`config.mk`:
```
export PLATFORM = sky130hd
export DESIGN_NAME = mac_operand_feeder_flat
export DESIGN_NICKNAME = d
export VERILOG_FILES = /design/src/rtl/mac_operand_feeder_if.sv /design/src/rtl/mac_operand_feeder.sv /design/src/flat_wrapper.sv
export SDC_FILE = /design/constraint.sdc
export NUM_CORES = 1
export LEC_CHECK = 0
export BUFFER_PORTS_ARGS = -buffer_cell sky130_fd_sc_hd__buf_2
export CORE_MARGIN = 4
export CORE_UTILIZATION = 35
export CTS_CLUSTER_SIZE = 40
export DETAILED_ROUTE_END_ITERATION = 10
export PLACE_DENSITY_LB_ADDON = 0.12
export SYNTH_ARGS = -nofsm -noshare
export SYNTH_HDL_FRONTEND = slang
export SYNTH_SLANG_ARGS = --single-unit
```
`constraint.sdc`:
```
create_clock -name clk -period 2.87 [get_ports clk]
set_clock_uncertainty 0.15 [all_clocks]
set_input_delay 0.287 -clock clk [delete_from_list [all_inputs] [get_ports clk]]
set_output_delay 0.287 -clock clk [all_outputs]
set_load 0.02 [all_outputs]
```
`src/rtl/mac_operand_feeder_if.sv`:
```
// rtl/mac_operand_feeder_if.sv - buffer read and MAC drive bus between the feeder and one MAC lane
interface mac_operand_feeder_if #(
  parameter int DATA_W = 16,
  parameter int ADDR_W = 8
);
  logic              rd_en;
  logic [ADDR_W-1:0] in_addr;
  logic [ADDR_W-1:0] w_addr;
  logic [DATA_W-1:0] in_rdata;
  logic [DATA_W-1:0] w_rdata;
  logic              mac_clear;
  logic              mac_enable;
  logic [DATA_W-1:0] mac_in_data;
  logic [DATA_W-1:0] mac_weight;
  logic [DATA_W-1:0] mac_out;

  modport master (
    output rd_en, in_addr, w_addr, mac_clear, mac_enable, mac_in_data, mac_weight,
    input  in_rdata, w_rdata, mac_out
  );

  modport slave (
    input  rd_en, in_addr, w_addr, mac_clear, mac_enable, mac_in_data, mac_weight,
    output in_rdata, w_rdata, mac_out
  );
endinterface

```
`src/rtl/mac_operand_feeder.sv`:
```
// rtl/mac_operand_feeder.sv - clears a Q8.8 MAC, streams len operand pairs into it and captures the sum
module mac_operand_feeder #(
  parameter int DATA_W = 16,
  parameter int ADDR_W = 8,
  parameter int LEN_W  = 8
) (
  input  logic                clk,
  input  logic                reset,
  input  logic                start,
  input  logic [LEN_W-1:0]    len,
  input  logic [ADDR_W-1:0]   in_base,
  input  logic [ADDR_W-1:0]   w_base,
  output logic                busy,
  output logic [DATA_W-1:0]   result,
  output logic                done,
  mac_operand_feeder_if.master bus
);

  typedef enum logic [2:0] {
    IDLE    = 3'd0,
    CLEAR   = 3'd1,
    STREAM  = 3'd2,
    DRAIN   = 3'd3,
    CAPTURE = 3'd4
  } state_t;

  localparam logic [ADDR_W-1:0] ADDR_ONE = 1;
  localparam logic [LEN_W-1:0]  LEN_ONE  = 1;

  state_t            state;
  logic [LEN_W-1:0]  len_q;
  logic [LEN_W-1:0]  cnt;
  logic [ADDR_W-1:0] in_base_q;
  logic [ADDR_W-1:0] w_base_q;

  // Buffer read data lines up with mac_enable, so operands pass straight through.
  assign bus.mac_in_data = bus.in_rdata;
  assign bus.mac_weight  = bus.w_rdata;

  always_ff @(posedge clk or negedge reset) begin
    if (!reset) begin
      state          <= IDLE;
      len_q          <= '0;
      cnt            <= '0;
      in_base_q      <= '0;
      w_base_q       <= '0;
      busy           <= 1'b0;
      result         <= '0;
      done           <= 1'b0;
      bus.rd_en      <= 1'b0;
      bus.in_addr    <= '0;
      bus.w_addr     <= '0;
      bus.mac_clear  <= 1'b0;
      bus.mac_enable <= 1'b0;
    end else begin
      done           <= 1'b0;
      bus.mac_clear  <= 1'b0;
      bus.mac_enable <= bus.rd_en;
      case (state)
        IDLE: begin
          if (start) begin
            if (len != '0) begin
              len_q         <= len;
              in_base_q     <= in_base;
              w_base_q      <= w_base;
              busy          <= 1'b1;
              bus.mac_clear <= 1'b1;
              state         <= CLEAR;
            end else begin
              result <= '0;
              done   <= 1'b1;
            end
          end
        end
        CLEAR: begin
          bus.rd_en   <= 1'b1;
          bus.in_addr <= in_base_q;
          bus.w_addr  <= w_base_q;
          cnt         <= LEN_ONE;
          state       <= STREAM;
        end
        STREAM: begin
          // cnt counts reads already issued, including the one on the bus now.
          if (cnt == len_q) begin
            bus.rd_en <= 1'b0;
            state     <= DRAIN;
          end else begin
            bus.in_addr <= bus.in_addr + ADDR_ONE;
            bus.w_addr  <= bus.w_addr + ADDR_ONE;
            cnt         <= cnt + LEN_ONE;
          end
        end
        DRAIN: begin
          state <= CAPTURE;
        end
        CAPTURE: begin
          result <= bus.mac_out;
          done   <= 1'b1;
          busy   <= 1'b0;
          state  <= IDLE;
        end
        default: begin
          state <= IDLE;
        end
      endcase
    end
  end

endmodule

```
`src/flat_wrapper.sv`:
```
// flat-port wrapper written by rule: the top's interface ports become plain ports
module mac_operand_feeder_flat 
#(
  parameter int DATA_W = 16,
  parameter int ADDR_W = 8,
  parameter int LEN_W  = 8
)
  (clk, reset, start, len, in_base, w_base, busy, result, done, bus_rd_en, bus_in_addr, bus_w_addr, bus_mac_clear, bus_mac_enable, bus_mac_in_data, bus_mac_weight, bus_in_rdata, bus_w_rdata, bus_mac_out);
  mac_operand_feeder_if #(.DATA_W(DATA_W), .ADDR_W(ADDR_W)) bus_i ();
  input  logic clk;
  input  logic reset;
  input  logic start;
  input  logic [LEN_W-1:0] len;
  input  logic [ADDR_W-1:0] in_base;
  input  logic [ADDR_W-1:0] w_base;
  output logic busy;
  output logic [DATA_W-1:0] result;
  output logic done;
  output wire logic [$bits(bus_i.rd_en)-1:0] bus_rd_en;
  output wire logic [$bits(bus_i.in_addr)-1:0] bus_in_addr;
  output wire logic [$bits(bus_i.w_addr)-1:0] bus_w_addr;
  output wire logic [$bits(bus_i.mac_clear)-1:0] bus_mac_clear;
  output wire logic [$bits(bus_i.mac_enable)-1:0] bus_mac_enable;
  output wire logic [$bits(bus_i.mac_in_data)-1:0] bus_mac_in_data;
  output wire logic [$bits(bus_i.mac_weight)-1:0] bus_mac_weight;
  input wire logic [$bits(bus_i.in_rdata)-1:0] bus_in_rdata;
  input wire logic [$bits(bus_i.w_rdata)-1:0] bus_w_rdata;
  input wire logic [$bits(bus_i.mac_out)-1:0] bus_mac_out;
  assign bus_rd_en = bus_i.rd_en;
  assign bus_in_addr = bus_i.in_addr;
  assign bus_w_addr = bus_i.w_addr;
  assign bus_mac_clear = bus_i.mac_clear;
  assign bus_mac_enable = bus_i.mac_enable;
  assign bus_mac_in_data = bus_i.mac_in_data;
  assign bus_mac_weight = bus_i.mac_weight;
  assign bus_i.in_rdata = bus_in_rdata;
  assign bus_i.w_rdata = bus_w_rdata;
  assign bus_i.mac_out = bus_mac_out;
  mac_operand_feeder #(.DATA_W(DATA_W), .ADDR_W(ADDR_W), .LEN_W(LEN_W)) u_core (.clk(clk), .reset(reset), .start(start), .len(len), .in_base(in_base), .w_base(w_base), .busy(busy), .result(result), .done(done), .bus(bus_i));
endmodule
```
==> impl_metrics.toml <==
[critical_path]
path_class = "flop to flop"
cp.required_ps = 2950
endpoint_kind = "flop"
worst-path-max-fanout = 18
start_kind = "flop"
cp.arrival_ps = 2460

[clocking]
cts_tree = "yes"
cts_sinks = 72
postCtsSetupBuffers = 0
worstSkewPairLatency_ps = 350
cts_hold_buf = 15
ctsResizeCount = 0
htreeDepth = 3
cts_max_path_buffers = 2
cts_root_buf = "clkbuf_8"
cts-buffers-inserted = 9
cts.reportedPaths.clkPinSlew_ps = 80

[synth]
synthTopCellsByArea = "dfrtp_1 (53%), mux2_2 (7.9%), buf_4 (7.0%), a22o_1 (4.1%), o32ai_1 (2.3%)"
postSynthAreaPerCell_um2 = 11.5
yosysTopAreaCellShare = 0.527
async_flop_share = 1.00
yosysTopAreaCell = "dfrtp_1"
syn-cell-area_um2 = 3420
syn_nets = 375
synth-seq-cells = 72
synth-seq-area-share = 0.527
post_synth_num_cell_types = 38
synthCells = 297
ys_warn_count = 0
synth_ff_type = "dfrtp_1"
synth_edf_count = 0

[route]
routed_wl_um = 7750
drc = 0
drt.antenna.violating_nets = 0
via_per_inst = 5.04
drtIter0Drc = 79
drtPass1Iterations = 4
routedWlPerCell_um = 15.7
route.vias.total = 2493

[grt]
grt_use_met3 = 0.0433
grt-busiest-layer = "met2"
grt_max_degree = 73
antenna_found_initial = 0
grt_pass1_vias = 2496
grt_pass1_wl_um = 12700
gr-usage-all-layers = 0.141
grt_use_met1 = 0.189
overflow = 0
use_met2 = 0.215

[run]
max-cap-violations = 0

[run_status]
status = "completed"

[timing]
hold_viol = 0
timing.final.crit_share = 0.826
holdWs_ps = 0.765
finalSetupViolCount = 0
period_needed_ps = 2370
max_freq_mhz = 422
worst_pin_slew_ps = 1210
max_slew_margin = 0.186
maxSlewViolCount = 0
rsz0062_at_grt = "no"
setup_tns_ps = 0

[floorplan]
io_pins = 144
die_area_um2 = 11400
fp-row-count = 35
core_area_um2 = 9370
die_height_um = 107
die_width_um = 107
start_util = 0.365

[finish]
antenna_cells = 0
layout-drive-gt1-share = 0.363
nNetsFinal = 439
area_growth_pct = 20.2

[placement]
place.gp.congestion = 0.700
hpwl_um = 5250
io_buffers = 79

[pwr]
vdd_drop_max_v = 0.000411
p_per_area_nw_per_um2 = 1130
leakage_nw = 1.94
finalPower_mw = 4.66

[hold_path]
hold_path.class = "input pin to async pin"
==> metrics by stage <==
step	area (um^2)	cells	utilization	setup WS [ps]
global route	4110	495	0.438	366
CTS	4110	495	0.438	473
floorplan	3420	297	-	866
global placement	3710	464	0.396	544
detailed placement	3710	464	0.396	499
finish	4110	495	0.438	499
==> metal layers <==
| metal | share of wire | vias to the layer above |
|---|---|---|
| met5 | 0 | - |
| met4 | 0.014 | 0 |
| met3 | 0.063 | 13 |
| met2 | 0.45 | 72 |
| met1 | 0.47 | 1217 |
| li1 | - | 1191 |
==> cells in the final DEF (no fill, tap or decap), types with 4 or more instances in the layout <==
| cell | n |
|---|---|
| nor3b_1 | 6 |
| mux2_2 | 24 |
| dlygate4sd3_1 | 15 |
| buf_2 | 79 |
| xor2_1 | 8 |
| clkbuf_8 | 10 |
| nand2_1 | 19 |
| dfrtp_1 | 72 |
| nor2_1 | 10 |
| nor4_1 | 4 |
| inv_1 | 5 |
| o32ai_1 | 9 |
| nand3_1 | 9 |
| nor3_1 | 6 |
| a221o_1 | 6 |
| o21ai_0 | 8 |
| buf_4 | 6 |
| o31a_1 | 4 |
| a22o_1 | 16 |
| and3_1 | 10 |
| a31oi_1 | 5 |
==> cells in the mapped netlist (all sizes together), types with 4 or more instances <==
library cell	n
nor4	4
nand3	9
nand2	19
and3	10
xor2	8
clkbuf	9
inv	5
o31a	4
nor3	6
buf	38
mux2	24
o21ai	9
o32ai	9
nor2	11
a221o	6
dfrtp	72
nor3b	7
a31oi	5
a22o	16
==> cell families (layout without fill, tap and decap cells) <==
family	count (synthesis)	count (layout)	synth area share
simple gates	76	76	0.116
flops	72	72	0.527
compound gates	59	59	0.141
buf+inv	52	121	0.0977
mux	27	27	0.0878
xor+xnor	8	8	0.0205
fa+ha+maj	3	3	0.0110
==> path summary, 6_finish.rpt <==
check	from	end	slack, ps	cells after the start
hold / removal	reset	u_core.bus.in_addr[6]	0.8	2
setup reg to reg	u_core.cnt[6]	u_core.bus.w_addr[3]	500	6
setup / recovery	u_core.cnt[6]	u_core.bus.w_addr[3]	500	6
max in group asynchronous	reset	u_core.result[15]	1970	2
min in group clk	bus_mac_out[9]	u_core.result[9]	10	2
hold reg to reg	u_core.bus.rd_en	u_core.bus.mac_enable	250	0
==> final cells by class <==
cell class,count,area (um^2)
multi-input combinational,173,1290
inverter,5,18.8
timing repair buffer,100,591
sequential,72,1800
clock buffer,11,141
tap,129,161
clock inverter,5,104
fill,915,5260
==> registers in the layout (all words and copies together), names as in the netlist, 3 cells and up <==
register / cells
u_core.bus.w_addr: 8
u_core.w_base_q: 8
u_core.cnt: 8
u_core.bus.in_addr: 8
u_core.result: 16
u_core.state: 3
u_core.in_base_q: 8
u_core.len_q: 8
==> worst max-delay path, cell delays in order (launching register included) <==
cell and delay [ps]:
dfrtp_1 440, xor2_1 180, nor4_1 570, a21oi_2 150, buf_4 230, or2_1 260, o221a_2 280
==> power breakdown <==
group / total (mW) / internal [mW] / leakage, nW / switching [mW]
Clock: 0.985 / 0.602 / 0.124 / 0.383
Combinational: 1.84 / 0.847 / 0.945 / 0.996
Sequential: 1.84 / 1.46 / 0.871 / 0.375
Note: power is estimated with default switching activity, not from simulation.
